`config.mk`:
```
export PLATFORM = sky130hd
export DESIGN_NAME = mmsa_host_tx
export DESIGN_NICKNAME = d
export VERILOG_FILES = /design/src/rtl/mmsa_pkg.sv /design/src/rtl/mmsa_piso.sv /design/src/rtl/mmsa_host_tx.sv
export SDC_FILE = /design/constraint.sdc
export NUM_CORES = 1
export LEC_CHECK = 0
export CAP_MARGIN = 25
export CORE_MARGIN = 2
export CORE_UTILIZATION = 51
export CTS_CLUSTER_DIAMETER = 100
export DETAILED_ROUTE_END_ITERATION = 6
export PLACE_DENSITY_LB_ADDON = 0.12
export RECOVER_POWER = 50
export SETUP_SLACK_MARGIN = 0.4
export SKIP_CTS_REPAIR_TIMING = 1
export SYNTH_ARGS = -nofsm -noshare
export SYNTH_HDL_FRONTEND = slang
export SYNTH_SLANG_ARGS = --single-unit
```
`constraint.sdc`:
```
create_clock -name clk -period 3.65 [get_ports clk]
set_clock_uncertainty 0.15 [all_clocks]
set_input_delay 0.5475 -clock clk [delete_from_list [all_inputs] [get_ports clk]]
set_output_delay 0.5475 -clock clk [all_outputs]
set_load 0.1 [all_outputs]
```
`src/rtl/mmsa_pkg.sv`:
```
// Shared types, encodings and defaults for the MMSA host-side transmitter.
package mmsa_pkg;

   localparam int unsigned ELEM_W_DEF  = 8;
   localparam int unsigned NUM_MAT_DEF = 32;
   localparam int unsigned IDX_W_DEF   = 4;

   typedef enum logic [2:0] {
      ST_IDLE,
      ST_PRIME,
      ST_LOAD,
      ST_IDX,
      ST_WAIT,
      ST_GAP
   } state_t;

   localparam logic [1:0] SZ_2   = 2'd0;
   localparam logic [1:0] SZ_4   = 2'd1;
   localparam logic [1:0] SZ_8   = 2'd2;
   localparam logic [1:0] SZ_BAD = 2'd3;

   localparam logic CMD_LOAD = 1'b0;
   localparam logic CMD_IDX  = 1'b1;

   function automatic int unsigned size_n2(input logic [1:0] sz);
      case (sz)
         SZ_2:    return 4;
         SZ_4:    return 16;
         SZ_8:    return 64;
         default: return 0;
      endcase
   endfunction

endpackage

```
`src/rtl/mmsa_piso.sv`:
```
// Parallel-in/serial-out shifter, MSB first; zeros fill from the LSB side.
module mmsa_piso #(
   parameter int unsigned W = 8
) (
   input  logic         i_clk,
   input  logic         i_rst_n,
   input  logic         i_load,
   input  logic         i_shift,
   input  logic [W-1:0] i_data,
   output logic         o_msb
);

   logic [W-1:0] r_sr;

   always_ff @(posedge i_clk or negedge i_rst_n) begin
      if (!i_rst_n) begin
         r_sr <= '0;
      end else if (i_load) begin
         r_sr <= i_data;
      end else if (i_shift) begin
         r_sr <= r_sr << 1;
      end
   end

   assign o_msb = r_sr[W-1];

endmodule

```
`src/rtl/mmsa_host_tx.sv`:
```
// Host transmitter: serializes matrix loads and index commands onto the
// MMSA core's bit-serial input link.
module mmsa_host_tx
   import mmsa_pkg::*;
#(
   parameter int unsigned ELEM_W  = ELEM_W_DEF,
   parameter int unsigned NUM_MAT = NUM_MAT_DEF,
   parameter int unsigned IDX_W   = IDX_W_DEF
) (
   input  logic              clk,
   input  logic              rst_n,
   input  logic              cmd_valid,
   output logic              cmd_ready,
   input  logic              cmd_type,
   input  logic [1:0]        cmd_size,
   input  logic [IDX_W-1:0]  cmd_i_idx,
   input  logic [IDX_W-1:0]  cmd_w_idx,
   input  logic              elem_valid,
   output logic              elem_ready,
   input  logic [ELEM_W-1:0] elem_data,
   input  logic              rsp_done,
   output logic              in_valid,
   output logic              matrix,
   output logic [1:0]        matrix_size,
   output logic              in_valid2,
   output logic              i_mat_idx,
   output logic              w_mat_idx,
   output logic              busy,
   output logic [1:0]        err
);

   localparam int unsigned TOT_MAX = NUM_MAT * 64;
   localparam int unsigned EC_W    = $clog2(TOT_MAX);
   localparam int unsigned RC_W    = $clog2(TOT_MAX + 1);
   localparam int unsigned BC_W    = (ELEM_W > 1) ? $clog2(ELEM_W) : 1;
   localparam int unsigned IC_W    = (IDX_W > 1) ? $clog2(IDX_W) : 1;

   state_t              r_state;
   state_t              w_nstate;
   logic [1:0]          r_size;
   logic [BC_W-1:0]     r_bit_cnt, w_bit_n;
   logic [EC_W-1:0]     r_elem_cnt, w_elem_n;
   logic [IC_W-1:0]     r_idx_cnt, w_idx_n;
   logic [RC_W-1:0]     r_req_cnt, w_req_n;
   logic [RC_W-1:0]     w_total;
   logic [ELEM_W-1:0]   r_hold;
   logic                r_hold_full, w_hold_full_n;
   logic                r_cmd_ready, r_elem_ready, r_in_valid, r_in_valid2, r_busy;
   logic [1:0]          r_msize, r_err;
   logic                w_er_n;
   logic                w_cmd_acc, w_elem_acc, w_last_bit, w_last_elem;
   logic                w_sh_load, w_sh_shift, w_ix_load, w_ix_shift, w_underrun;
   logic [ELEM_W-1:0]   w_sh_data;

   assign w_cmd_acc   = r_cmd_ready & cmd_valid;
   assign w_elem_acc  = r_elem_ready & elem_valid;
   assign w_total     = RC_W'(NUM_MAT * size_n2(r_size));
   assign w_last_bit  = (r_bit_cnt == BC_W'(ELEM_W - 1));
   assign w_last_elem = (r_elem_cnt == EC_W'(w_total - RC_W'(1)));

   always_comb begin
      w_nstate   = r_state;
      w_sh_load  = 1'b0;
      w_sh_shift = 1'b0;
      w_sh_data  = '0;
      w_ix_load  = 1'b0;
      w_ix_shift = 1'b0;
      w_underrun = 1'b0;
      case (r_state)
         ST_IDLE: begin
            if (w_cmd_acc) begin
               if (cmd_type == CMD_IDX) begin
                  w_nstate  = ST_IDX;
                  w_ix_load = 1'b1;
               end else if (cmd_size == SZ_BAD) begin
                  w_nstate = ST_GAP;
               end else begin
                  w_nstate = ST_PRIME;
               end
            end
         end
         ST_PRIME: begin
            if (w_elem_acc) begin
               w_nstate  = ST_LOAD;
               w_sh_load = 1'b1;
               w_sh_data = elem_data;
            end
         end
         ST_LOAD: begin
            if (!w_last_bit) begin
               w_sh_shift = 1'b1;
            end else if (w_last_elem) begin
               // final shift leaves the shifter all-zero, so matrix idles low
               w_sh_shift = 1'b1;
               w_nstate   = ST_GAP;
            end else begin
               w_sh_load = 1'b1;
               if (r_hold_full) w_sh_data = r_hold;
               else             w_underrun = 1'b1;
            end
         end
         ST_IDX: begin
            w_ix_shift = 1'b1;
            if (r_idx_cnt == IC_W'(IDX_W - 1)) w_nstate = ST_WAIT;
         end
         ST_WAIT: begin
            if (rsp_done) w_nstate = ST_GAP;
         end
         ST_GAP:  w_nstate = ST_IDLE;
         default: w_nstate = ST_IDLE;
      endcase
   end

   always_comb begin
      w_hold_full_n = r_hold_full;
      w_req_n       = r_req_cnt;
      w_bit_n       = '0;
      w_elem_n      = '0;
      w_idx_n       = '0;
      // req_cnt counts element slots already claimed, including zero-filled ones
      if (r_state == ST_LOAD && w_sh_load) begin
         w_hold_full_n = 1'b0;
         if (!r_hold_full) w_req_n = w_req_n + RC_W'(1);
      end
      if (w_elem_acc) begin
         w_req_n = w_req_n + RC_W'(1);
         if (r_state == ST_LOAD) w_hold_full_n = 1'b1;
      end
      if (w_cmd_acc) begin
         w_req_n       = '0;
         w_hold_full_n = 1'b0;
      end
      if (r_state == ST_LOAD && w_nstate == ST_LOAD) begin
         w_bit_n  = w_last_bit ? '0 : r_bit_cnt + BC_W'(1);
         w_elem_n = w_last_bit ? r_elem_cnt + EC_W'(1) : r_elem_cnt;
      end
      if (r_state == ST_IDX && w_nstate == ST_IDX) w_idx_n = r_idx_cnt + IC_W'(1);
      // a full holding register may still accept on a boundary cycle, since it hands off then
      w_er_n = (w_nstate == ST_PRIME) ||
               ((w_nstate == ST_LOAD) && (w_req_n < w_total) &&
                (!w_hold_full_n || (w_bit_n == BC_W'(ELEM_W - 1))));
   end

   always_ff @(posedge clk or negedge rst_n) begin
      if (!rst_n) begin
         r_state      <= ST_IDLE;
         r_size       <= '0;
         r_bit_cnt    <= '0;
         r_elem_cnt   <= '0;
         r_idx_cnt    <= '0;
         r_req_cnt    <= '0;
         r_hold       <= '0;
         r_hold_full  <= 1'b0;
         r_cmd_ready  <= 1'b0;
         r_elem_ready <= 1'b0;
         r_in_valid   <= 1'b0;
         r_msize      <= '0;
         r_in_valid2  <= 1'b0;
         r_busy       <= 1'b0;
         r_err        <= '0;
      end else begin
         r_state      <= w_nstate;
         if (w_cmd_acc) r_size <= cmd_size;
         if (w_elem_acc && r_state == ST_LOAD) r_hold <= elem_data;
         r_hold_full  <= w_hold_full_n;
         r_req_cnt    <= w_req_n;
         r_bit_cnt    <= w_bit_n;
         r_elem_cnt   <= w_elem_n;
         r_idx_cnt    <= w_idx_n;
         r_cmd_ready  <= (w_nstate == ST_IDLE);
         r_busy       <= (w_nstate != ST_IDLE);
         r_elem_ready <= w_er_n;
         r_in_valid   <= (w_nstate == ST_LOAD);
         r_msize      <= (r_state == ST_PRIME && w_nstate == ST_LOAD) ? r_size : '0;
         r_in_valid2  <= (w_nstate == ST_IDX);
         if (w_cmd_acc)       r_err    <= {1'b0, (cmd_type == CMD_LOAD) && (cmd_size == SZ_BAD)};
         else if (w_underrun) r_err[1] <= 1'b1;
      end
   end

   mmsa_piso #(.W(ELEM_W)) u_elem_piso (
      .i_clk   (clk),
      .i_rst_n (rst_n),
      .i_load  (w_sh_load),
      .i_shift (w_sh_shift),
      .i_data  (w_sh_data),
      .o_msb   (matrix)
   );

   mmsa_piso #(.W(IDX_W)) u_i_piso (
      .i_clk   (clk),
      .i_rst_n (rst_n),
      .i_load  (w_ix_load),
      .i_shift (w_ix_shift),
      .i_data  (cmd_i_idx),
      .o_msb   (i_mat_idx)
   );

   mmsa_piso #(.W(IDX_W)) u_w_piso (
      .i_clk   (clk),
      .i_rst_n (rst_n),
      .i_load  (w_ix_load),
      .i_shift (w_ix_shift),
      .i_data  (cmd_w_idx),
      .o_msb   (w_mat_idx)
   );

   assign cmd_ready   = r_cmd_ready;
   assign elem_ready  = r_elem_ready;
   assign in_valid    = r_in_valid;
   assign matrix_size = r_msize;
   assign in_valid2   = r_in_valid2;
   assign busy        = r_busy;
   assign err         = r_err;

endmodule

```
==> flow_results.org <==
** Power and ir drop
- Ratio of total power to cell area :: roughly 670 mW/mm2
- The design draws 3.07 mW.
- The worst-case IR drop observed on VDD is 0.611 mV.
- Leakage power total :: 1.95 nW

** Final layout
- Area delta synth->final :: 28.0%
- Final Instance Area :: between 0.004 and 0.005 mm2
- The number of antenna diodes in the final layout is 0.
- Fill cells in the final layout number 537.
- In the final layout, the share of cells above drive strength 1 is 20.0%.
- For this run, the post-layout net count is 474.

** Synth
- Counting distinct cell types in the post-synthesis netlist gives 52.
- Number of enable flip-flop cells after synthesis :: 0
- Summed over its instances, the top area cell type makes up 47.0% of the synthesized netlist area.
- Synthesis warning total :: 0
- After synthesis, flip-flops and latches occupy 47.0% of the total area.
- Summing every instance area after synthesis gives 0.00357 mm2.
- Synthesis handed over a netlist of 385 instances.
- Average cell area after synthesis :: 9.26 um2
- Summed over all instances, the cell type with the most area after synthesis is sky130_fd_sc_hd__dfrtp_1.
- Of all flip-flops after synthesis, the portion carrying an async set or reset was between 90% and 100%.
- Top_reg_cell synth :: sky130_fd_sc_hd__dfrtp_1
- When the netlist entered floorplanning its net count stood at 418.
- By area the synthesized netlist is led by sky130_fd_sc_hd__dfrtp_1 47%, sky130_fd_sc_hd__nor2_1 7.8%, sky130_fd_sc_hd__nand2_1 4.9%.
- Yosys reg bits :: 67

** Global routing
- Initial antenna violation count :: 0
- Global routing finished with a remaining overflow of 0.
- GR met3 Demand/Resource :: 5.37%
- Global-route wire length before repair :: between 10000 and 15000 um
- Entering global routing, the biggest net connects 35 pins.
- For this run, global-route usage on met2 was measured as between 30% and 40%.
- Met1 track demand over resource :: 30.8%
- Routing layer with the top usage in global route :: met2
- In the global route stage, overall resource usage came out at ~22%.
- The number of global-route vias before repair was 2882.

** Route
- Via total after detailed routing :: around 3000
- Using the TritonRoute via totals, the vias-per-cell ratio works out to 5.45.
- After detailed routing, the number of remaining DRC violations is 0.
- Final routed wire length divided by cell count :: 15.6 um
- The detail route stage leaves a number of antenna-violating nets equal to 0.
- Routed WL :: approximately 8500 um
- TritonRoute pass-1 iters :: 4
- For this block, the initial DRC count from the detailed router was 124.

** Timing
- Share of the clock period used by the worst path :: 99.8%
- The worst pin sits at a relative slew slack of 29.4%.
- Sum Neg Setup Slack :: 0 ns
- Slew at the pin with the worst max-slew slack :: 1.06 ns
- Final setup violating endpoints :: 0
- Final max-slew violation count :: 0
- Setup repair after global routing could not meet its margin everywhere.
- The final number of hold-violating endpoints came to 0.
- Counting I/O delays and the setup requirement, the final critical path takes 3.64 ns.
- Highest attainable clock frequency :: 275 MHz
- Final hold slack :: 0.288 ns

** CTS
- Buffers inserted during clock tree synthesis total 9.
- CTS root buffer :: sky130_fd_sc_hd__clkbuf_8
- Counting along the longest clock path gives a buffer depth of 2.
- CTS built an H-tree with a depth of 3.
- Clock-pin slew was measured on the worst setup and hold paths at 0.07 ns.
- Counting every sink on the clock net gives 67.
- TritonCTS built the clock tree.
- Clock insertion delay at the later pin of the skew report :: 0.34 ns

** Setup path
- On the worst path, the slowest cell contributes a delay of 0.42 ns.
- Delay-heaviest family, CP :: compound AO/OA/AOI/OAI gates
- STA classifies the critical path startpoint as a flip-flop.
- Slowest CP cell :: sky130_fd_sc_hd__dfrtp_1
- Counting both buffers and inverters, the worst setup path holds a total of 1.
- Data on the critical path arrives at its endpoint at 3.77 ns.
- Traced cell by cell, the critical path runs through inv_2 > nand2_4 > ha_4 > xnor2_4 > nor3_4 > a211oi_4 > mux2_4 > a21o_1 > nor4_2 > xnor2_1 > nor2_1 > ha_2 > a221o_2 > a211oi_2 > a211o_1.
- The worst setup path is of the flip-flop to flip-flop kind.
- STA classifies the critical path endpoint as a flip-flop.
- Largest fanout on the critical path :: 4
- Required time of the critical path :: 3.78 ns

** Placed design
- After legalization and detailed placement, the total HPWL measured between 5000 and 6000 um.
- Area of placed instances :: 0.00410 mm2
- IO buf count :: 35
- Routability-driven placement finished with a final weighted congestion of 0.826.

** Die
- During I/O placement, the number of pins put on the boundary was 36.
- Measured along the x axis, the die boundary spans 87.6 um.
- After floorplanning, the core was divided into 30 placement rows.
- Effective utilization at floorplan :: 52.5%
- Die span in y :: about 88 um
- CORE AREA :: 0.00679 mm2
- Area enclosed by the die boundary :: roughly 0.0077 mm2

** Run status
- The run finished with clean final reports.

** Job
- Max-cap violations in this run came to 0.

** Worst hold path
- The path class of the tightest hold or removal check is flip-flop to flip-flop.
power breakdown:
group	switching (mW)	total, mW	internal, mW
clock	0.283	0.614	0.331
combinational	0.861	1.34	0.483
sequential	0.161	1.11	0.949
total	1.30	3.07	1.76
metal layers:
metal  wire length, um  share of wire (%)
met1              3870                 46
met2              4110                 48
met3               374                4.4
met4               124                1.5
met5                 0                  0
cells in the mapped netlist, drive strengths merged, types with 5 or more instances:
| master | number |
|---|---|
| nor2 | 74 |
| dfrtp | 67 |
| nand2 | 47 |
| a21oi | 27 |
| xor2 | 16 |
| xnor2 | 13 |
| nand3 | 12 |
| nor3 | 12 |
| mux2 | 10 |
| clkbuf | 9 |
| ha | 9 |
| o21ai | 9 |
| inv | 8 |
| nand4 | 8 |
| and2 | 6 |
| and3 | 5 |
worst register-to-register path, delay by kind of cell, from the launching register on:
family | cells | cell delay, ns
AOI/OAI and AO/OA | 5 | 1.12
and+or+nand+nor | 4 | 0.57
adders and majority gates | 2 | 0.46
DFF | 1 | 0.42
xor gates and xnor gates | 2 | 0.36
muxes | 1 | 0.34
buffers and inverters | 1 | 0.15
cell usage in the layout (no fill, tap or decap), types with 7 or more instances in the layout:
cell type                         synthesis  final
sky130_fd_sc_hd__nor2_1                  74     73
sky130_fd_sc_hd__nand2_1                 47     43
sky130_fd_sc_hd__mux2_2                   9      8
sky130_fd_sc_hd__clkbuf_8                 1     10
sky130_fd_sc_hd__nand4_1                  7      7
sky130_fd_sc_hd__xnor2_1                 13     11
sky130_fd_sc_hd__xor2_1                  16     14
sky130_fd_sc_hd__nand3_1                 12     11
sky130_fd_sc_hd__dfrtp_1                 67     66
sky130_fd_sc_hd__nor3_1                  12     10
sky130_fd_sc_hd__buf_4                    3     13
sky130_fd_sc_hd__o21ai_0                  8      8
sky130_fd_sc_hd__clkdlybuf4s50_1          0     33
sky130_fd_sc_hd__a21oi_1                 24     22
sky130_fd_sc_hd__buf_6                    0      7
flip-flops by register name (all words and copies together), names as in the netlist:
register and flops:
r_hold 8, u_elem_piso.r_sr 8, r_state 3, r_idx_cnt 2, in_valid2 1, u_i_piso.r_sr 4
busy 1, r_req_cnt 12, err 2, r_hold_full 1, r_size 2, in_valid 1
r_elem_cnt 11, elem_ready 1, r_bit_cnt 3, cmd_ready 1, u_w_piso.r_sr 4, matrix_size 2
worst paths after layout:
kind                                    from       endpoint  slack (ns)  cells after the start
worst min register to register  r_idx_cnt[0]   r_idx_cnt[0]        0.29                      1
min in group asynchronous              rst_n  r_elem_cnt[4]        0.65                      2
worst max register to register     r_size[1]     elem_ready       0.009                     15
worst min-delay path            r_idx_cnt[0]   r_idx_cnt[0]        0.29                      1
max in group asynchronous              rst_n      r_hold[7]        1.28                      3
worst max-delay path               r_size[1]     elem_ready       0.009                     15
through the flow:
stage,std cells,setup slack [ns],utilization (%)
5_1_grt,542,-0.108,67.2
4_1_cts,527,-0.0475,63.2
2_1_floorplan,385,0.273,-
3_5_place_dp,511,-0.0105,60.3
3_3_place_gp,511,0.132,60.3
6_report,542,0.00880,67.2
logic make-up after synthesis:
kind of cell | share of synthesized area (%)
and+or+nand+nor | 24.2
buffers and inverters | 3.12
adders and majority gates | 3.16
DFF | 47.0
xor gates and xnor gates | 7.12
muxes | 3.82
AOI/OAI and AO/OA | 11.5
cell type report:
class                           count  area [um2]  share of cell area (%)
Timing Repair Buffer               59         543                    11.9
Multi-Input combinational cell    296        2000                    43.8
Clock buffer                       11         141                    3.10
Tap cell                           96         120                    2.63
Clock inverter                      5        52.6                    1.15
Sequential cell                    67        1680                    36.8
Inverter                            8        30.0                   0.658
Power figures use the tool's default switching activity.
